<file path="config.mk">
export PLATFORM = sky130hd
export DESIGN_NAME = b3_down_counter
export DESIGN_NICKNAME = d
export VERILOG_FILES = /design/src/rtl/b3_pkg.sv /design/src/rtl/b3_down_digit.sv /design/src/rtl/b3_down_counter.sv
export SDC_FILE = /design/constraint.sdc
export NUM_CORES = 1
export LEC_CHECK = 0
export CAP_MARGIN = 20
export CORE_AREA = 10 10 47 49
export CTS_BUF_LIST = sky130_fd_sc_hd__clkbuf_8
export DETAILED_ROUTE_END_ITERATION = 16
export DIE_AREA = 0 0 57 59
export SYNTH_ARGS = -nofsm -noshare
export SYNTH_HDL_FRONTEND = slang
export SYNTH_SLANG_ARGS = --single-unit
</file>
<file path="constraint.sdc">
create_clock -name clock -period 1.1 [get_ports clock]
set_input_delay 0.11 -clock clock [delete_from_list [all_inputs] [get_ports clock]]
set_output_delay 0.11 -clock clock [all_outputs]
set_load 0.005 [all_outputs]
</file>
<file path="src/rtl/b3_pkg.sv">
// Shared base-3 digit definitions: digit type, digit constants and per-digit helpers.
package b3_pkg;

  typedef logic [1:0] b3_digit_t;

  localparam b3_digit_t B3_ZERO = 2'b00;
  localparam b3_digit_t B3_ONE  = 2'b01;
  localparam b3_digit_t B3_TWO  = 2'b10;

  // Code 11 is not a legal digit; fold it onto the largest legal value.
  function automatic b3_digit_t b3_clamp(input b3_digit_t x);
    return (x == 2'b11) ? B3_TWO : x;
  endfunction

  function automatic b3_digit_t b3_dec(input b3_digit_t x);
    b3_digit_t r;
    case (x)
      B3_TWO:  r = B3_ONE;
      B3_ONE:  r = B3_ZERO;
      default: r = B3_TWO;
    endcase
    return r;
  endfunction

endpackage

</file>
<file path="src/rtl/b3_down_digit.sv">
// One base-3 down-counting digit with parallel load; bo passes the borrow on when at 00.
module b3_down_digit
  import b3_pkg::*;
(
  input  logic      clock,
  input  logic      reset_,
  input  logic      ld,
  input  b3_digit_t d,
  input  logic      bi,
  output b3_digit_t q,
  output logic      bo
);

  always_ff @(posedge clock or negedge reset_) begin
    if (!reset_)  q <= B3_ZERO;
    else if (ld)  q <= b3_clamp(d);
    else if (bi)  q <= b3_dec(q);
  end

  assign bo = bi & (q == B3_ZERO);

endmodule

</file>
<file path="src/rtl/b3_down_counter.sv">
// N_DIGITS-digit base-3 down counter with load, borrow-in ei and borrow-out eu.
// Optional B3_DOWN_COUNTER_SATURATE_EN: decrement at zero holds instead of wrapping.
module b3_down_counter
  import b3_pkg::*;
#(
  parameter int N_DIGITS = 2
) (
  input  logic                  clock,
  input  logic                  reset_,
  input  logic                  ei,
  input  logic                  ld,
  input  logic [2*N_DIGITS-1:0] d,
  output logic [2*N_DIGITS-1:0] q,
  output logic                  eu,
  output logic                  zero
);

  logic [N_DIGITS:0] borrow;

  assign zero = (q == '0);

`ifdef B3_DOWN_COUNTER_SATURATE_EN
  assign borrow[0] = ei & ~zero;
`else
  assign borrow[0] = ei;
`endif

  genvar g;
  generate
    for (g = 0; g < N_DIGITS; g++) begin : g_digit
      b3_down_digit u_digit (
        .clock  (clock),
        .reset_ (reset_),
        .ld     (ld),
        .d      (d[2*g +: 2]),
        .bi     (borrow[g]),
        .q      (q[2*g +: 2]),
        .bo     (borrow[g+1])
      );
    end
  endgenerate

  // A gated (saturating) chain never borrows out at zero, so ei&zero keeps eu alive for upper stages.
  assign eu = (borrow[N_DIGITS] | (ei & zero)) & ~ld;

endmodule

</file>
# == Yosys cells after proc, flatten, opt, wreduce, memory -nomap -nowiden ==
# Cells that the tools add are included.
# classes
n_eq_ne,6
mux,8
n_bitwise,6
n_reduce_logical,5
# ops
cell,n
2-bit 2-to-1 mux,6
2-bit == test (second input constant),4
2-bit case mux with 2 select lines,2
1-bit AND,4
2-bit by 1-bit == test with 1-bit output (second input constant),2
2-bit zero test,2
4-bit zero test,1
2-bit nonzero test,2
1-bit NOT,1
1-bit OR,1
# totals
regBits,4
input_bits,8
output_inout_bits,6
wordCells,27

# == Depth between registers and ports, before layout ==
# depth
ltp_word,5
ltp_mapped,4
ltp_nobuf,4

# == Hierarchy ==
# A second synthesis with hierarchy kept.
# hier_totals
hier_cells,32
hier_area_um2,317.8
# by_module_without_submodules
module,n_inst,cells_each,area_each_um2
b3_down_digit,2,14,138.9
b3_down_counter,1,4,40.0

# == Worst setup path before layout ==
# OpenSTA, ideal clock, no wires.
# synth_path
path_kind,reg-to-reg
start,register g_digit[0].u_digit.q[0]
end,register g_digit[0].u_digit.q[1]
setup_ns,0.124
t_arrival_ns,0.967
required_time_ns,0.976
path_slack_ns,0.009
stages_incl_launch_ff,5
path_buffers,0
synth_period_minus_slack_ns,1.091
path_cell_list,dfrtp_1 -> inv_1 -> ha_1 -> nor2b_1 -> o31a_1
# synth_between
elab_chain_cells,4
word_cells_on_any_way,5
cone_classes,2 x eq/ne; 3 x mux
# synth_lines
element,line_no,source
from (decl),b3_down_digit.sv:10,"output b3_digit_t q,"
from (signal assigned),b3_down_digit.sv:16,else if (ld) q <= b3_clamp(d);
from (signal assigned),b3_down_digit.sv:17,else if (bi) q <= b3_dec(q);
2-bit by 1-bit == test with 1-bit output / 2-bit == test (equally long branches),b3_pkg.sv:17,case (x)
2-bit case mux with 2 select lines (*),b3_pkg.sv:17,
2-bit 2-to-1 mux (*),b3_down_digit.sv:17,
2-bit 2-to-1 mux (*),b3_down_digit.sv:16,
# Mark *: on every way between the ends. The rest lies on a longest branch, timed or not. The select of a mux whose other input is x is not followed.
# A chain may end at the register's enable or synchronous reset.

# == Worst setup path in the final report ==
# layout_path
start,register g_digit[0].u_digit.q[0]
end,output eu
# layout_between
elab_chain_cells,5
word_cells_on_any_way,7
cone_classes,5 x bitwise; 2 x reduce/logical
# layout_lines
element,line_no,source
2-bit zero test,b3_down_digit.sv:20,assign bo = bi & (q == B3_ZERO);
1-bit AND (2 in a row),b3_down_digit.sv:20,
1-bit OR (*),b3_down_counter.sv:44,assign eu = (borrow[N_DIGITS] | (ei & zero)) & ~ld;
1-bit AND (*),b3_down_counter.sv:44,
to (decl),b3_down_counter.sv:14,"output logic eu,"
# Mark *: on every way between the ends. The rest lies on a longest branch, timed or not.

==> summary.txt <==
Timing
  • Setup violators final: 4
  • Hold_ws: 0.0892 ns
  • Sum Neg Setup Slack: -0.627 ns
  • Slack of the critical path: -0.201 ns
  • Fin crit share: 118%
  • Tmin final: 1.30 ns
  • Worst-Margin Slew: 0.215 ns
  • Final Max Tran Viols: 0
  • Fin. Hold Viols: 0
  • Clock Skew: 0.00432 ns
  • Max-slew headroom: 85.6%
  • Fmax: 768 MHz
  • Unrepaired setup endpoints after global routing: yes

Cells and area
  • Largest register FFs: 4
  • Layout cells sized above 1: 50.0%
  • Post-route cell area: 637 sq um
  • Finished Layout Cells: 74
  • Largest regs: g_digit.u_digit.q: 4 flops
  • Most frequent cells in the layout: buf_4 (11), clkdlybuf4s50_1 (7), inv_2 (4), dfrtp_1 (4), clkdlybuf4s15_1 (4)
  • Most common cell after layout, fill and taps aside: buf_4
  • Layout Utilization: 45.4%
  • P&R area growth vs syn: 110%
  • # diodes: 0
  • Most flop-heavy register: g_digit.u_digit.q
  • Final nets: 72
  • Fillers: 153

CTS
  • Longest Clk Path Bufs: 2
  • CTS sink cnt: 4
  • Clock transition at path regs: 0.03 ns
  • Skew-Pair Late Insertion Delay: 0.22 ns
  • Number of buffers created by CTS: 3
  • CTS tree: built
  • Root Driver: clkbuf_8
  • H-tree depth: 1

Worst setup path
  • CP required: 0.99 ns
  • Worst setup EP type: output port
  • Crit path cell chain: inv_2 -> ha_4 -> and2_4 -> and3b_1 -> buf_2
  • Highest-delay cell along the critical path: dfrtp_1
  • CP Launch Type: flop
  • CP Class: reg -> out
  • Max FO, Critical Path: 2
  • Critical path arrival: 1.19 ns
  • Max incr delay on CP: 0.35 ns

Power
  • Internal power: 0.594 mW
  • Sw Ratio: 25.2%
  • LEAKAGE: 0.291 nW
  • PwrDens: 1250 mW/mm^2
  • Comb pwr share: 37.9%
  • Power Total: 0.794 mW
  • VDD IR max: 1010 uV
  • Switching Power: 0.200 mW
  • Sequential power share: 22.4%
  • Clock group share of total power: 39.7%

Drt
  • DR vias/cell: 4.24
  • DR iter-0 viols: 0
  • DRC: 0
  • Final wirelength: 917 um
  • Routed wire per std cell: 12.4 um
  • Post-DRT Antenna Nets: 0
  • Vias: 314
  • Drt pass-1 iters: 1

Logic synthesis
  • Register bit total from synthesis: 4
  • Synth Area per Inst: 10.1 sq um
  • Syn Nets: 42
  • Post-Syn Instances: 30
  • Distinct cells, synth: 18
  • Synth warn: 0
  • Cell Area, Synth: 303 sq um
  • Register area share after synthesis: 33.1%

Placed design
  • HPWL Detailed: 676 um
  • Routability congestion estimate: 0.705
  • Setup WS pre-CTS: -0.399 ns
  • Dpl cell area: 523 sq um
  • Placed Cells: 68
  • PortBufs: 13

Die
  • Die Wd: 57 um
  • Die Footprint: 0.00336 sq mm
  • Std cell rows: 14
  • Top Ports: 14
  • Initial Util: 21.6%
  • CORE AREA: 0.00140 sq mm
  • Die Ht: 59 um

Hold path
  • HP Class: in -> async

Global routing
  • Overflow after GRT: 0
  • Initial antenna violation count: 0
  • Vias in the first global route: 347
  • Largest net degree at the start of global routing: 10
  • Overall routing resource usage: 6.24%
  • First-pass GRT wire length: 1590 um

Flow run
  • Max Cap Viol: 0

Status
  • Run status: finished with violations
  • Failing checks: negative setup slack
==> cells in the mapped netlist, drive strengths merged <==
cell type | count | area, sq um
and2 | 2 | 15.0
and3b | 1 | 8.76
buf | 1 | 5.00
dfrtp | 4 | 100
ha | 4 | 50.1
inv | 5 | 18.8
mux2i | 1 | 10.0
nand2 | 1 | 3.75
nand2b | 2 | 12.5
nand3b | 1 | 7.51
nand4b | 1 | 8.76
nand4bb | 1 | 11.3
nor2b | 2 | 12.5
o211ai | 1 | 7.51
o22ai | 1 | 6.26
o311ai | 1 | 16.3
o31a | 1 | 8.76
==> path summary, 6_finish.rpt <==
| kind | depth (start not counted) | from | slack [ns] | end |
|---|---|---|---|---|
| worst min-delay path | 1 | reset_ | 0.09 | g_digit[1].u_digit.q[0]$_DFFE_PN0P_ |
| worst min register to register | 3 | g_digit[0].u_digit.q[0]$_DFFE_PN0P_ | 0.70 | g_digit[0].u_digit.q[0]$_DFFE_PN0P_ |
| max in group asynchronous | 1 | reset_ | 0.84 | g_digit[0].u_digit.q[1]$_DFFE_PN0P_ |
| worst max register to register | 6 | g_digit[0].u_digit.q[0]$_DFFE_PN0P_ | -0.14 | g_digit[1].u_digit.q[1]$_DFFE_PN0P_ |
| worst max-delay path | 5 | g_digit[0].u_digit.q[0]$_DFFE_PN0P_ | -0.20 | eu |
| min in group clock | 3 | d[0] | 0.46 | g_digit[0].u_digit.q[0]$_DFFE_PN0P_ |
==> power by group through the flow <==
stage | logic, mW | clock network, mW | registers (mW)
6_report | 0.301 | 0.315 | 0.178
5_1_grt | 0.333 | 0.333 | 0.180
4_1_cts | 0.302 | 0.326 | 0.178
3_5_place_dp | 0.240 | 0 | 0.177
3_3_place_gp | 0.237 | 0 | 0.176
2_1_floorplan | 0.0809 | 0 | 0.182
==> cell type report <==
class,count,area [sq um],share of cell area [%]
Inverter,5,18.8,2.95
Multi-Input combinational cell,20,225,35.4
Tap cell,16,20.0,3.14
Sequential cell,4,100,15.7
Timing Repair Buffer,26,231,36.3
Clock buffer,3,41.3,6.48
==> cells by family (layout without fill, tap and decap cells) <==
family	Yosys count	in the layout	synth area share, %
compound gates	4	4	12.8
simple gates	11	11	26.4
mux	1	1	3.31
buf+inv	6	34	7.85
fa+ha+maj	4	4	16.5
flops	4	4	33.1
==> worst max-delay path: cells and delay by family, from the launching register on <==
family        cells  cell delay (ns)
fa+ha+maj         1             0.15
buf+inv           2             0.18
flops             1             0.35
simple gates      2             0.29
==> layer usage <==
metal | global-route usage [%] | up-vias | share of wire, %
li1 | - | 158 | -
met1 | 6.45 | 144 | 40
met4 | 5.03 | 0 | 2.6
met3 | 2.36 | 2 | 4.9
met5 | 0 | - | 0
met2 | 9.92 | 10 | 52
==> timing repair <==
item | CTS | global route
hold buffers | 0 | 0
setup endpoints to repair | 9 | 6
setup buffers | 3 | 1
pin swaps | 7 | 3
resized for setup | 29 | 2
Note: power is estimated with default switching activity, not from simulation.
==> edit 1 (same flow settings) <==
The parameter `N_DIGITS` goes from 2 to 1.
--- a/src/rtl/b3_down_counter.sv
+++ b/src/rtl/b3_down_counter.sv
@@ -5,3 +5,3 @@
 #(
-  parameter int N_DIGITS = 2
+  parameter int N_DIGITS = 1
 ) (
Interface: changed (resized d and q); port bits go from 14 to 10. The function was not compared with the original's and may differ.
==> edit 1 against the unedited design <==
The run still ends with negative setup slack left; wire length fell by 46%; power fell by 35%; sequential share of layout area fell by 1.4 points; sequential cell count fell by 2; area after synthesis fell by 54%; non-clock buffer count fell by 12; setup slack improved by 0.15 ns; utilization fell by 20 points; design area fell by 45%; first-iteration DRC count rose by 2; die area did not move; largest power group unchanged.
==> edit 1: results (changes against the unedited design) <==
* Status: finished, violations left
* Failing checks: negative setup slack
* Gp weighted congestion at 0.693 (-1.7%)
* Mux share of post-synthesis cell area at 7.21% (+3.9 points)
* Synth top area cells: dfrtp_1, ha_1, o31ai_2
* Reg-to-reg critical path endpoint: g_digit[0].u_digit.q[1]$_DFFE_PN0P_
* Final setup viols at 1 (-3)
* Final worst slack at -0.0519 ns (+0.149 ns)
* Resize count post-CTS at 13 (-55%)
* Largest stage delay, worst path at 0.37 ns (+0.02 ns)
* Tightest Pin Transition at 0.161 ns (-0.0538 ns)
* Layout cells sized above 1 at 53.1% (+3.1 points)
* Largest net degree at the start of global routing at 5 (-5)
* DP Worst Slack at -0.266 ns (+0.132 ns)
* Crit path DAT at 1.04 ns (-0.15 ns)
* Maximum VDD drop at 464 uV (-54%)
* Vias in the first global route at 215 (-38%)
* Clk_skew at 0.000320 ns (-0.00400 ns)
* Dpl cell area at 279 um^2 (-47%)
* FILL cells at 163 (+6.5%)
* Clock Power at 0.285 mW (-9.5%)
* Area share of fa/ha/maj cells after synthesis at 18.0% (+1.5 points)
* Static leakage power at 0.162 nW (-44%)
* Synthesized area per cell at 9.26 um^2 (-8.3%)
* Nets at 42 (-42%)
* Commonest cells post-synth: dfrtp_1, ha_1, inv_1, nand2_1, nor2_1
* Post-Syn Nets at 23 (-45%)
* Reg2Reg Setup Slack at 0.01 ns (+0.15 ns)
* Final WL at 497 um (-46%)
* Worst reg-to-reg path cell count at 4 (-2)
* Detailed-route via count at 163 (-48%)
* Library cells used by synthesis at 10 (-8)
* Global-route usage over all layers at 3.33% (-2.9 points)
* Reg2reg start: g_digit[0].u_digit.q[1]$_DFFE_PN0P_
* Clock network power share at 55.0% (+15 points)
* Seq/Total Area, Yosys at 36.0% (+3.0 points)
* Total placed cells including tap cells at 44 (-35%)
* Sw Share at 22.8% (-2.4 points)
* Setup bufs post-CTS at 1 (-2)
edit 1: per-layer routing:
layer  global-route usage, %  share of wire, %  routed length (um)  vias up
met2                    4.03                41                 204       10
met5                       0                 0                   0        -
li1                        -                 -                   -       83
met3                    1.93                12                  61        2
met1                    2.86                43                 212       68
met4                    6.04               3.8                  19        0
edit 1: metrics by stage:
stage / hold slack, ns / TNS, ns
5_1_grt: 0.0646 / -0.220
3_3_place_gp: 0.281 / -0.406
2_1_floorplan: -0.186 / 0
3_5_place_dp: 0.284 / -0.393
4_1_cts: 0.0609 / -0.0828
6_report: 0.0628 / -0.0519
edit 1: final cells by class:
class	count	area [um^2]	area share, %
Tap cell	16	20.0	5.71
Inverter	2	7.51	2.14
Timing Repair Buffer	14	116	33.2
Sequential cell	2	50.0	14.3
Multi-Input combinational cell	11	115	32.9
Clock buffer	3	41.3	11.8
==> edit 2 (same flow settings) <==
Made on the original files. Put a register stage on the output `q`, without a reset. The value now appears one clock later. The other outputs are not delayed to match.
--- a/src/rtl/b3_down_counter.sv
+++ b/src/rtl/b3_down_counter.sv
@@ -17,5 +17,7 @@
 
+  logic [2*N_DIGITS-1:0] q_d;
+
   logic [N_DIGITS:0] borrow;
 
-  assign zero = (q == '0);
+  assign zero = (q_d == '0);
 
@@ -36,3 +38,3 @@
         .bi     (borrow[g]),
-        .q      (q[2*g +: 2]),
+        .q      (q_d[2*g +: 2]),
         .bo     (borrow[g+1])
@@ -45,2 +47,6 @@
 
+  always_ff @(posedge clock) begin
+      q <= q_d;
+  end
+
 endmodule
Formal check against the unedited RTL: not equivalent (Yosys sat finds a counterexample within 4 cycles, from zero or initial values and one cycle with reset_ low).
==> edit 2 against the unedited design <==
The flow still finishes with violations (negative setup slack); wire length increased by 1.2%; setup slack worse by 0.021 ns; area after synthesis up 26%; highest routed layer unchanged; die area stayed put; design area rose by 11%; power rose by 24%; critical path depth did not move; sequential cell count grew 4.
==> edit 2: results (changes against the unedited design) <==
* Hold crit path type: in -> async
* Post-synth top flop: dfxtp_1
* Total placed cells including tap cells at 71 (+4.4%)
* GR Util met2 at 7.29% (-2.6 points)
* Detailed router's first-iteration violation count at 4 (+4)
* Nets at 76 (+5.6%)
* Synth async-reset ratio at 50.0% (-50 points)
* Synthesized area per cell at 11.3 um^2 (+12%)
* Largest net degree at the start of global routing at 10 (unchanged)
* Compound-Gate Fraction of Synth Area at 10.1% (-2.7 points)
* Layout cells sized above 1 at 45.2% (-4.8 points)
* Crit path DAT at 1.21 ns (+0.02 ns)
* Sw Share at 24.0% (-1.1 points)
* Final setup viols at 3 (-1)
* Area share of fa/ha/maj cells after synthesis at 13.1% (-3.5 points)
* Buffering overhead at 30.9% (-5.4 points)
* Global-route usage over all layers at 5.94% (-0.29 points)
* Total power after layout at 0.981 mW (+24%)
* Vias in the first global route at 363 (+4.6%)
* Seq group at 0.346 mW (+94%)
* Drt first pass iters at 4 (+3)
* Mux share of post-synthesis cell area at 2.61% (-0.69 points)
* Clk_skew at 0.000507 ns (-0.00381 ns)
* Status: finished, violations left
* Library cells used by synthesis at 19 (+1)
* DP Worst Slack at -0.402 ns (-0.00312 ns)
* Failing checks: negative setup slack
* Met1 GRT Util at 6.96% (+0.51 points)
* Detail Placement HPWL at 682 um (+0.93%)
* Post-Layout Cell Count at 78 (+5.4%)
* Multi-input logic area at 229 um^2 (+1.7%)
* Worst slew margin at 85.2% (-0.41 points)
* First-pass GRT wire length at 1520 um (-4.3%)
* Final worst slack at -0.223 ns (-0.0213 ns)
* Commonest cells post-synth: inv_1, dfrtp_1, dfxtp_1, ha_1
* Drt wl/cell at 11.9 um (-4.0%)
* Post-Syn Nets at 46 (+9.5%)
* Gp weighted congestion at 0.701 (-0.55%)
* Vias per cell at 4.50 (+6.1%)
* Reg2Reg Setup Slack at -0.03 ns (+0.11 ns)
* Static leakage power at 0.328 nW (+13%)
* Synthesis-stage register bit count at 8 (+4)
* Synth top area cells: dfrtp_1, dfxtp_1, ha_1
* FILL cells at 142 (-7.2%)
* Non-clk invs at 5 (unchanged)
* P_comb at 0.283 mW (-6%)
* Seq/Total Area, Yosys at 47.1% (+14 points)
* Reg area at 180 um^2 (+80%)
* Skew-Pair Late Insertion Delay at 0.23 ns
* GR Layer Usage met3 at 1.72% (-0.64 points)
* Clock-cell share of area at 5.83% (-0.65 points)
* Top flop regs: g_digit.u_digit.q: 4 flops, q: 4 flops
* Maximum VDD drop at 653 uV (-35%)
edit 2: final timing paths:
path,to,cells past startpoint,startpoint
hold reg to reg,q[2]$_DFF_P_,1,g_digit[1].u_digit.q[0]$_DFFE_PN0P_
setup / recovery,eu,5,g_digit[0].u_digit.q[0]$_DFFE_PN0P_
min in group clock,g_digit[0].u_digit.q[0]$_DFFE_PN0P_,3,d[0]
max in group asynchronous,g_digit[1].u_digit.q[1]$_DFFE_PN0P_,1,reset_
hold / removal,g_digit[0].u_digit.q[1]$_DFFE_PN0P_,1,reset_
setup reg to reg,g_digit[1].u_digit.q[1]$_DFFE_PN0P_,5,g_digit[0].u_digit.q[0]$_DFFE_PN0P_
edit 2: what timing repair did:
| item | 4_1_cts | 5_1_grt |
|---|---|---|
| setup buffers | 3 | 1 |
| endpoints found under the setup margin | 9 | 6 |
| gates cloned | 0 | 0 |
| gates resized for setup | 20 | 5 |
| pin swaps | 4 | 3 |
edit 2: cell families after synthesis:
logic type | Yosys count
flip-flops | 8
adder cells (fa/ha/maj) | 4
AND/OR/NAND/NOR | 11
buffers and inverters | 6
multiplexers | 1
AO/OA/AOI/OAI | 4
edit 2: per-stage QoR:
step	util (%)	hold WS, ns	cell area, um^2	TNS [ns]
global placement	42.5	0.346	596	-0.849
global route	50.5	0.100	708	-0.578
detailed placement	42.5	0.342	596	-0.870
finish	50.5	0.100	708	-0.438
floorplan	-	-0.186	383	0
CTS	47.7	0.105	668	-0.447
edit 2: worst register-to-register path: cells and delay by family, from the launching register on:
family	cells	cell delay [ns]
compound gates	1	0.20
buf+inv	2	0.19
simple gates	1	0.14
flops	1	0.36
fa+ha+maj	1	0.15
edit 2: routing by layer:
metal | routed length (um) | part of all wire [%]
met3 | 65 | 7.0
met5 | 0 | 0
met4 | 61 | 6.6
met1 | 442 | 48
met2 | 358 | 39
